[config.mk]
export PLATFORM = sky130hd
export DESIGN_NAME = diviac_seq_divider
export DESIGN_NICKNAME = d
export VERILOG_FILES = /design/src/rtl/diviac_seq_divider.sv
export SDC_FILE = /design/constraint.sdc
export NUM_CORES = 1
export LEC_CHECK = 0
export CORE_MARGIN = 3
export CORE_UTILIZATION = 35
export CTS_CLUSTER_SIZE = 40
export DETAILED_ROUTE_END_ITERATION = 10
export DONT_BUFFER_PORTS = 1
export GPL_TIMING_DRIVEN = 0
export PLACE_DENSITY = 0.47
export SYNTH_ARGS = -nofsm -noshare
export SYNTH_HDL_FRONTEND = slang
export SYNTH_SLANG_ARGS = --single-unit
[constraint.sdc]
create_clock -name clk -period 6.9 [get_ports clk]
set_clock_uncertainty 0.1 [all_clocks]
set_input_delay 0.69 -clock clk [delete_from_list [all_inputs] [get_ports clk]]
set_output_delay 0.69 -clock clk [all_outputs]
set_load 0.01 [all_outputs]
[src/rtl/diviac_seq_divider.sv]
// Sequential 2N/N restoring divider, one quotient row per cycle, optional approximate low rows.
// Latency: start accepted at edge t -> done pulse in cycle t+N+1; q/r held until next accepted start.
// Backpressure: ready=1 only in IDLE; start ignored while busy. Macro DIVIAC_APPROX_ROWS_EN enables approximate rows.
module diviac_seq_divider #(
  parameter int N           = 8,
  parameter int APPROX_ROWS = 4
) (
  input  logic           clk,
  input  logic           rst,
  input  logic           start,
  input  logic [2*N-1:0] n,
  input  logic [N-1:0]   d,
  output logic           ready,
  output logic           done,
  output logic [N-1:0]   q,
  output logic [N-1:0]   r
);

  localparam int KW = (N > 1) ? $clog2(N) : 1;

`ifdef DIVIAC_APPROX_ROWS_EN
  localparam bit APPROX_EN = 1'b1;
`else
  localparam bit APPROX_EN = 1'b0;
`endif

  // One extra bit so APPROX_ROWS == N (every row approximate) is representable.
  localparam logic [KW:0] APPROX_LIM = (KW+1)'(APPROX_ROWS);

  typedef enum logic [1:0] {
    S_IDLE = 2'd0,
    S_RUN  = 2'd1,
    S_DONE = 2'd2
  } state_t;

  state_t state, state_nxt;

  logic [N:0]    p;      // partial remainder
  logic [N-1:0]  dr;     // captured divisor
  logic [N-2:0]  nlo;    // low dividend bits still to be shifted into P, MSB first
  logic [KW-1:0] k;      // current quotient row index
  logic [N-1:0]  qacc;   // quotient bits collected so far

  logic [N-1:0]  x;
  logic [N-1:0]  diff;
  logic [N-1:0]  rem;
  logic [N-1:0]  qnxt;
  logic [N:0]    bw;
  logic          qbit;
  logic          use_approx;

  // Row evaluation: ripple-borrow subtract of the divisor from the low N bits of P.
  always_comb begin
    x          = p[N-1:0];
    use_approx = APPROX_EN && ({1'b0, k} < APPROX_LIM);
    bw         = '0;
    diff       = '0;
    for (int i = 0; i < N; i++) begin
      if (use_approx) begin
        // Approximate cell: difference pinned high, borrow only cleared on the x=1,y=0,bin=0 case.
        diff[i]  = 1'b1;
        bw[i+1]  = ~(x[i] & ~dr[i] & ~bw[i]);
      end else begin
        diff[i]  = x[i] ^ dr[i] ^ bw[i];
        bw[i+1]  = (~x[i] & dr[i]) | (~(x[i] ^ dr[i]) & bw[i]);
      end
    end
    // P[N] set means the true partial remainder already exceeds any N-bit divisor.
    qbit    = p[N] | ~bw[N];
    rem     = qbit ? diff : x;
    qnxt    = qacc;
    qnxt[k] = qbit;
  end

  // State register.
  always_ff @(posedge clk) begin
    if (rst) state <= S_IDLE;
    else     state <= state_nxt;
  end

  // Next-state logic.
  always_comb begin
    state_nxt = state;
    case (state)
      S_IDLE:  if (start) state_nxt = S_RUN;
      S_RUN:   if (k == '0) state_nxt = S_DONE;
      S_DONE:  state_nxt = S_IDLE;
      default: state_nxt = S_IDLE;
    endcase
  end

  // Handshake outputs decoded from state.
  always_comb begin
    ready = (state == S_IDLE);
    done  = (state == S_DONE);
  end

  // Datapath: capture operands on accept, step one row per RUN cycle, publish q/r after row 0.
  always_ff @(posedge clk) begin
    if (rst) begin
      p    <= '0;
      dr   <= '0;
      nlo  <= '0;
      k    <= '0;
      qacc <= '0;
      q    <= '0;
      r    <= '0;
    end else begin
      case (state)
        S_IDLE: begin
          if (start) begin
            p    <= n[2*N-1:N-1];
            dr   <= d;
            nlo  <= n[N-2:0];
            k    <= KW'(N-1);
            qacc <= '0;
          end
        end
        S_RUN: begin
          qacc <= qnxt;
          p    <= {rem, nlo[N-2]};
          nlo  <= nlo << 1;
          if (k == '0) begin
            q <= qnxt;
            r <= rem;
          end else begin
            k <= k - KW'(1);
          end
        end
        default: begin
        end
      endcase
    end
  end

endmodule
# Word level (Yosys, flattened, before mapping)
# Cells that the tools add are included.
# totals
register_bits,53
elab_cells,95
in_bits,27
output_inout_bits,18
# classes
mux,16
magnitude_cmp,2
addsub,1
bitwise,54
n_reduce_logical,9
n_eq_ne,5
# ops
cell,count
9-bit case mux with 2 select lines,1
8-bit two-way mux,2
1-bit NOT,16
8-bit case mux with 2 select lines,1
1-bit AND,15
1-bit bitwise XOR,15
7-bit case mux with 2 select lines,1
9-bit two-way mux,1
8-bit bitwise mux,1
1-bit OR,8
2-bit AND reduction,4
7-bit two-way mux,1
3-bit two-way mux,2
"2-bit != test, second input constant",3
3-bit case mux with 2 select lines,1
"3-bit by 4-bit less-than comparator with 1-bit output, second input constant",1
2-bit two-way mux,2
2-bit case mux with 2 select lines,1
1-bit demux with 3-bit select,1
"3-bit by 1-bit >= comparator with 1-bit output, second input constant",1
3-bit logical NOT,1
3-bit AND reduction,1
"3-bit by 1-bit subtractor with 3-bit output, second input constant",1
"2-bit by 1-bit == test with 1-bit output, second input constant",1
other kinds (5),5

# Longest topological paths before layout
# depth
ltp_word,20
depth_mapped,13
depth_no_buf,12

# Least setup slack after synthesis
# Ideal clock, no wire load.
# synth_path
path_type,reg2reg
startpoint,register p[0]
endpoint,register p[3]
n_path_buf,1
path_slack_ps,2668
synth_period_minus_slack_ps,4232
t_required_ps,6681
t_arrival_ps,4013
stages_incl_launch_ff,14
setup_time_ps,119
cell_sequence,dfxtp_1 inv_1 ha_1 fa_1 fa_1 fa_1 fa_1 fa_1 fa_1 fa_1 nand2b_1 clkbuf_1 a21oi_1 o221a_2
# synth_via
elab_chain_cells,20
elab_cells_between_ends,21
# synth_rtl
element,line,text
"start, declared",38,logic [N:0] p;
"start signal, assigned",112,p <= n[2*N-1:N-1];
"start signal, assigned",121,"p <= {rem, nlo[N-2]};"
1-bit NOT (*),65,bw[i+1] = (~x[i] & dr[i]) | (~(x[i] ^ dr[i]) & bw[i]);
1-bit AND (*) (2 in a row),65,
1-bit OR (*),65,
1-bit AND,65,
1-bit OR,65,
1-bit AND,65,
1-bit OR,65,
1-bit AND,65,
[3 not listed],--,
1-bit AND,65,
1-bit OR,65,
1-bit AND,65,
1-bit OR,65,
1-bit NOT,69,qbit = p[N] | ~bw[N];
1-bit OR,69,
8-bit two-way mux (*),70,rem = qbit ? diff : x;
9-bit case mux with 2 select lines (*),109,case (state)
# Mark *: on every way between the ends. The rest lies on a longest branch, timed or not.
# A chain may end at the register's enable or synchronous reset.

# Worst setup path after layout
# layout_path
startpoint,register p[0]
endpoint,register p[4]
# layout_via
elab_chain_cells,20
elab_cells_between_ends,21
# layout_rtl
element,line
1-bit NOT (*),65
1-bit AND (*) (2 in a row),65
1-bit OR (*),65
1-bit AND (*),65
1-bit OR (*),65
1-bit AND,65
1-bit OR,65
1-bit AND,65
[3 not listed],--
1-bit AND,65
1-bit OR,65
1-bit AND,65
1-bit OR,65
1-bit NOT,69
1-bit OR,69
8-bit two-way mux (*),70
9-bit case mux with 2 select lines (*),109
# Marks and branches as above.

==> impl_metrics.yaml <==
setup_path:
  crit_required_ns: 7.01
  r2r_slack_ns: 2.12
  cp_cell_sequence: "inv_1 > ha_1 > fa_1 > fa_1 > fa_1 > fa_1 > fa_1 > fa_1 > fa_1 > nand2b_1 > clkbuf_1 > a21oi_1 > o221a_2"
  timing.rr.start: "p[0]$_SDFFE_PP0P_"
  worstSetupStartpointType: "flop"
  cp_top_family: "adder cells"
  cp_slowest_cell: "fa_1"
  cp_max_fo: 10
  critical_path_arrival_ns: 4.89
  crit_path_frequent_cell: "fa_1"
  ff2ff_path_depth: 13
  end_kind: "flop"
  crit_path_max_incr_delay_ns: 0.52
  worstSetupPathType: "flop to flop"
  r2r-end: "p[4]$_SDFFE_PP0P_"
  path_buf_inv: 2
detailed_routing:
  wirelength_mm: 7.09
  drcViolationCount: 0
  drtPass1Iterations: 4
  ant_nets: 0
  num_vias: 2157
  wl_per_cell_um: 17.2
  vias_per_cell: 5.25
  drtIter0Drc: 127
synthesis:
  netlist.area_leader.share: 0.386
  synth_fp_nets: 341
  synth_cell_type_count: 41
  ys_seq_area_frac: 0.386
  synthCells: 304
  ys_ff_latch: 53
  syn_area_um2: 2750
  synth_area_leader_cell: "dfxtp_1"
  yosysWarnings: 0
  synth_area_per_cell_um2: 9.04
  synth_area_leaders: "dfxtp_1 39%, mux2i_1 5.8%, nand3b_1 5.5%"
placed_design:
  routabilityCongestion: 0.792
  dpl.hpwl_mm: 5.27
  place_ws_ns: 2.12
  port_buffers: 0
layout:
  drive_above_1_share: 0.138
  layout.nets: 348
  area_growth_pct: 7.79
  diodes: 0
  final_util: 0.398
clock_network:
  cts.repair.resized: 0
  clk_path_buf_depth: 2
  clock_latency_ns: 0.31
  cts.sinks: 53
  clk_pin_slew_ns: 0.10
  ctsHoldBuffers: 0
  h-tree-depth: 2
  cts_inserted_buffers: 5
  post-cts-setup-buffers: 0
  cts_root_buf: "clkbuf_8"
  cts_tree: "done"
global_route:
  grt_pass1_vias: 2243
  antenna_found_initial: 0
  gr-usage-all-layers: 0.169
  grt_pass1_wl_mm: 11.8
  overflow: 0
  grt_start_max_net_pins: 18
floorplan:
  dieWidth_um: 94.6
  die_height_um: 94.6
  die_area_um2: 8950
  initial_core_util: 0.369
  core.rowCount: 31
  pin_count: 45
  core_um2: 7450
timing:
  slew_violations: 0
  worst_pin_slew_ns: 0.570
  setup_tns_ns: 0
  whs_ns: 0.405
  period_needed_ns: 4.78
  setup-violations-final: 0
  slew_headroom: 0.620
  finalCritPeriodShare: 0.693
  fmax_ghz: 0.209
  hold_viol: 0
  layout_setup_ws_ns: 2.12
  rsz0062_at_grt: "false"
min_path:
  worst_hold_startpoint: "qacc[3]$_SDFFE_PP0P_"
  min_path_type: "flop to flop"
  hold_depth: 2
  holdPathEnd: "qacc[3]$_SDFFE_PP0P_"
pwr:
  p_leak_nw: 1.11
  power_density_nw_per_um2: 256
  fin_total_pwr_w: 0.000759
  ir_drop_v: 0.000120
flow_run:
  maxCapViolations: 0
run_status:
  status: "complete, no violations"
==> per-layer routing <==
layer  share of wire  vias to the layer above  track usage
li1                -                     1091            -
met1            0.52                     1021        0.243
met2            0.44                       38        0.260
met3           0.040                        7       0.0382
met4          0.0089                        0       0.0313
met5               0                        -            0
==> worst max path at each step <==
| stage | cells past startpoint | slack (ns) | from | to |
|---|---|---|---|---|
| global route | 13 | 1.90 | p[0]$_SDFFE_PP0P_ | p[3]$_SDFFE_PP0P_ |
| CTS | 13 | 2.10 | p[0]$_SDFFE_PP0P_ | p[4]$_SDFFE_PP0P_ |
| finish | 13 | 2.12 | p[0]$_SDFFE_PP0P_ | p[4]$_SDFFE_PP0P_ |
| floorplan | 13 | 2.67 | p[0]$_SDFFE_PP0P_ | p[3]$_SDFFE_PP0P_ |
| detailed placement | 13 | 2.12 | p[0]$_SDFFE_PP0P_ | p[4]$_SDFFE_PP0P_ |
| global placement | 13 | 2.12 | p[0]$_SDFFE_PP0P_ | p[4]$_SDFFE_PP0P_ |
==> power breakdown <==
part,internal [W],switching (W)
combinational,0.0000922,0.000130
sequential,0.000333,0.0000226
clock,0.0000723,0.000109
==> cell type report <==
| type | count | area [um^2] |
|---|---|---|
| tap | 99 | 124 |
| buffer | 25 | 138 |
| inverter | 23 | 86.3 |
| clock buffer | 5 | 68.8 |
| fill | 817 | 4490 |
| clock inverter | 3 | 21.3 |
| sequential | 53 | 1060 |
| multi-input combinational | 203 | 1460 |
==> registers in the layout, indices dropped and copies added (netlist names) <==
| register | flops |
|---|---|
| k | 3 |
| r | 8 |
| p | 9 |
| state | 2 |
| q | 8 |
| dr | 8 |
| nlo | 7 |
| qacc | 8 |
==> worst min-delay path, delay by kind of cell (launching register included) <==
kind	cells	cell delay (ns)
flip-flops	1	0.32
AO/OA/AOI/OAI	1	0.07
AND/OR/NAND/NOR	1	0.07
==> through the flow <==
step                      instances  instance area [um^2]
final                           411                  2960
after global routing            411                  2960
after CTS                       411                  2960
after detailed placement        403                  2870
after global placement          403                  2870
after floorplan                 304                  2750
==> cell families after synthesis <==
family | share of synthesized area
adder cells (fa/ha/maj) | 0.0647
AO/OA/AOI/OAI | 0.209
buffers and inverters | 0.0815
AND/OR/NAND/NOR | 0.201
multiplexers | 0.0583
flip-flops | 0.386
==> synthesized netlist by cell type <==
master / n
inv_1: 23
nor3_1: 1
a31o_1: 1
o221a_2: 7
and4bb_2: 1
nand4bb_1: 1
a211oi_1: 2
nand3_1: 1
buf_6: 2
a31oi_1: 10
mux2i_1: 16
a211o_1: 2
clkbuf_2: 1
fa_1: 7
o211ai_1: 12
nor3b_2: 1
nand2_1: 14
buf_2: 10
clkbuf_1: 8
a21oi_1: 26
or3b_1: 1
or3b_2: 6
a311oi_1: 3
or2b_1: 1
o21bai_1: 1
nand3b_1: 20
a2111oi_2: 1
nor2b_1: 4
a22oi_1: 1
nand2b_2: 1
o21ai_0: 16
nor3b_1: 10
o21ba_2: 1
nand2b_1: 5
dfxtp_1: 53
ha_1: 3
nor2_1: 23
o22a_1: 2
o22ai_1: 1
and2b_1: 1
buf_4: 4
==> layout by cell type, fill, tap and decap left out, drive strengths merged, types with 3 or more instances in the layout <==
cell    count
nand3b     20
dfxtp      53
o221a       7
ha          3
nor2b       4
a311oi      3
o211ai     12
fa          7
clkbuf     14
nand2      14
or3b        7
nor2       23
mux2i      16
nor3b      11
nand2b      6
a21oi      26
a31oi      10
buf        16
inv        24
o21ai      16
No activity file was read; power rests on OpenSTA's default activity.
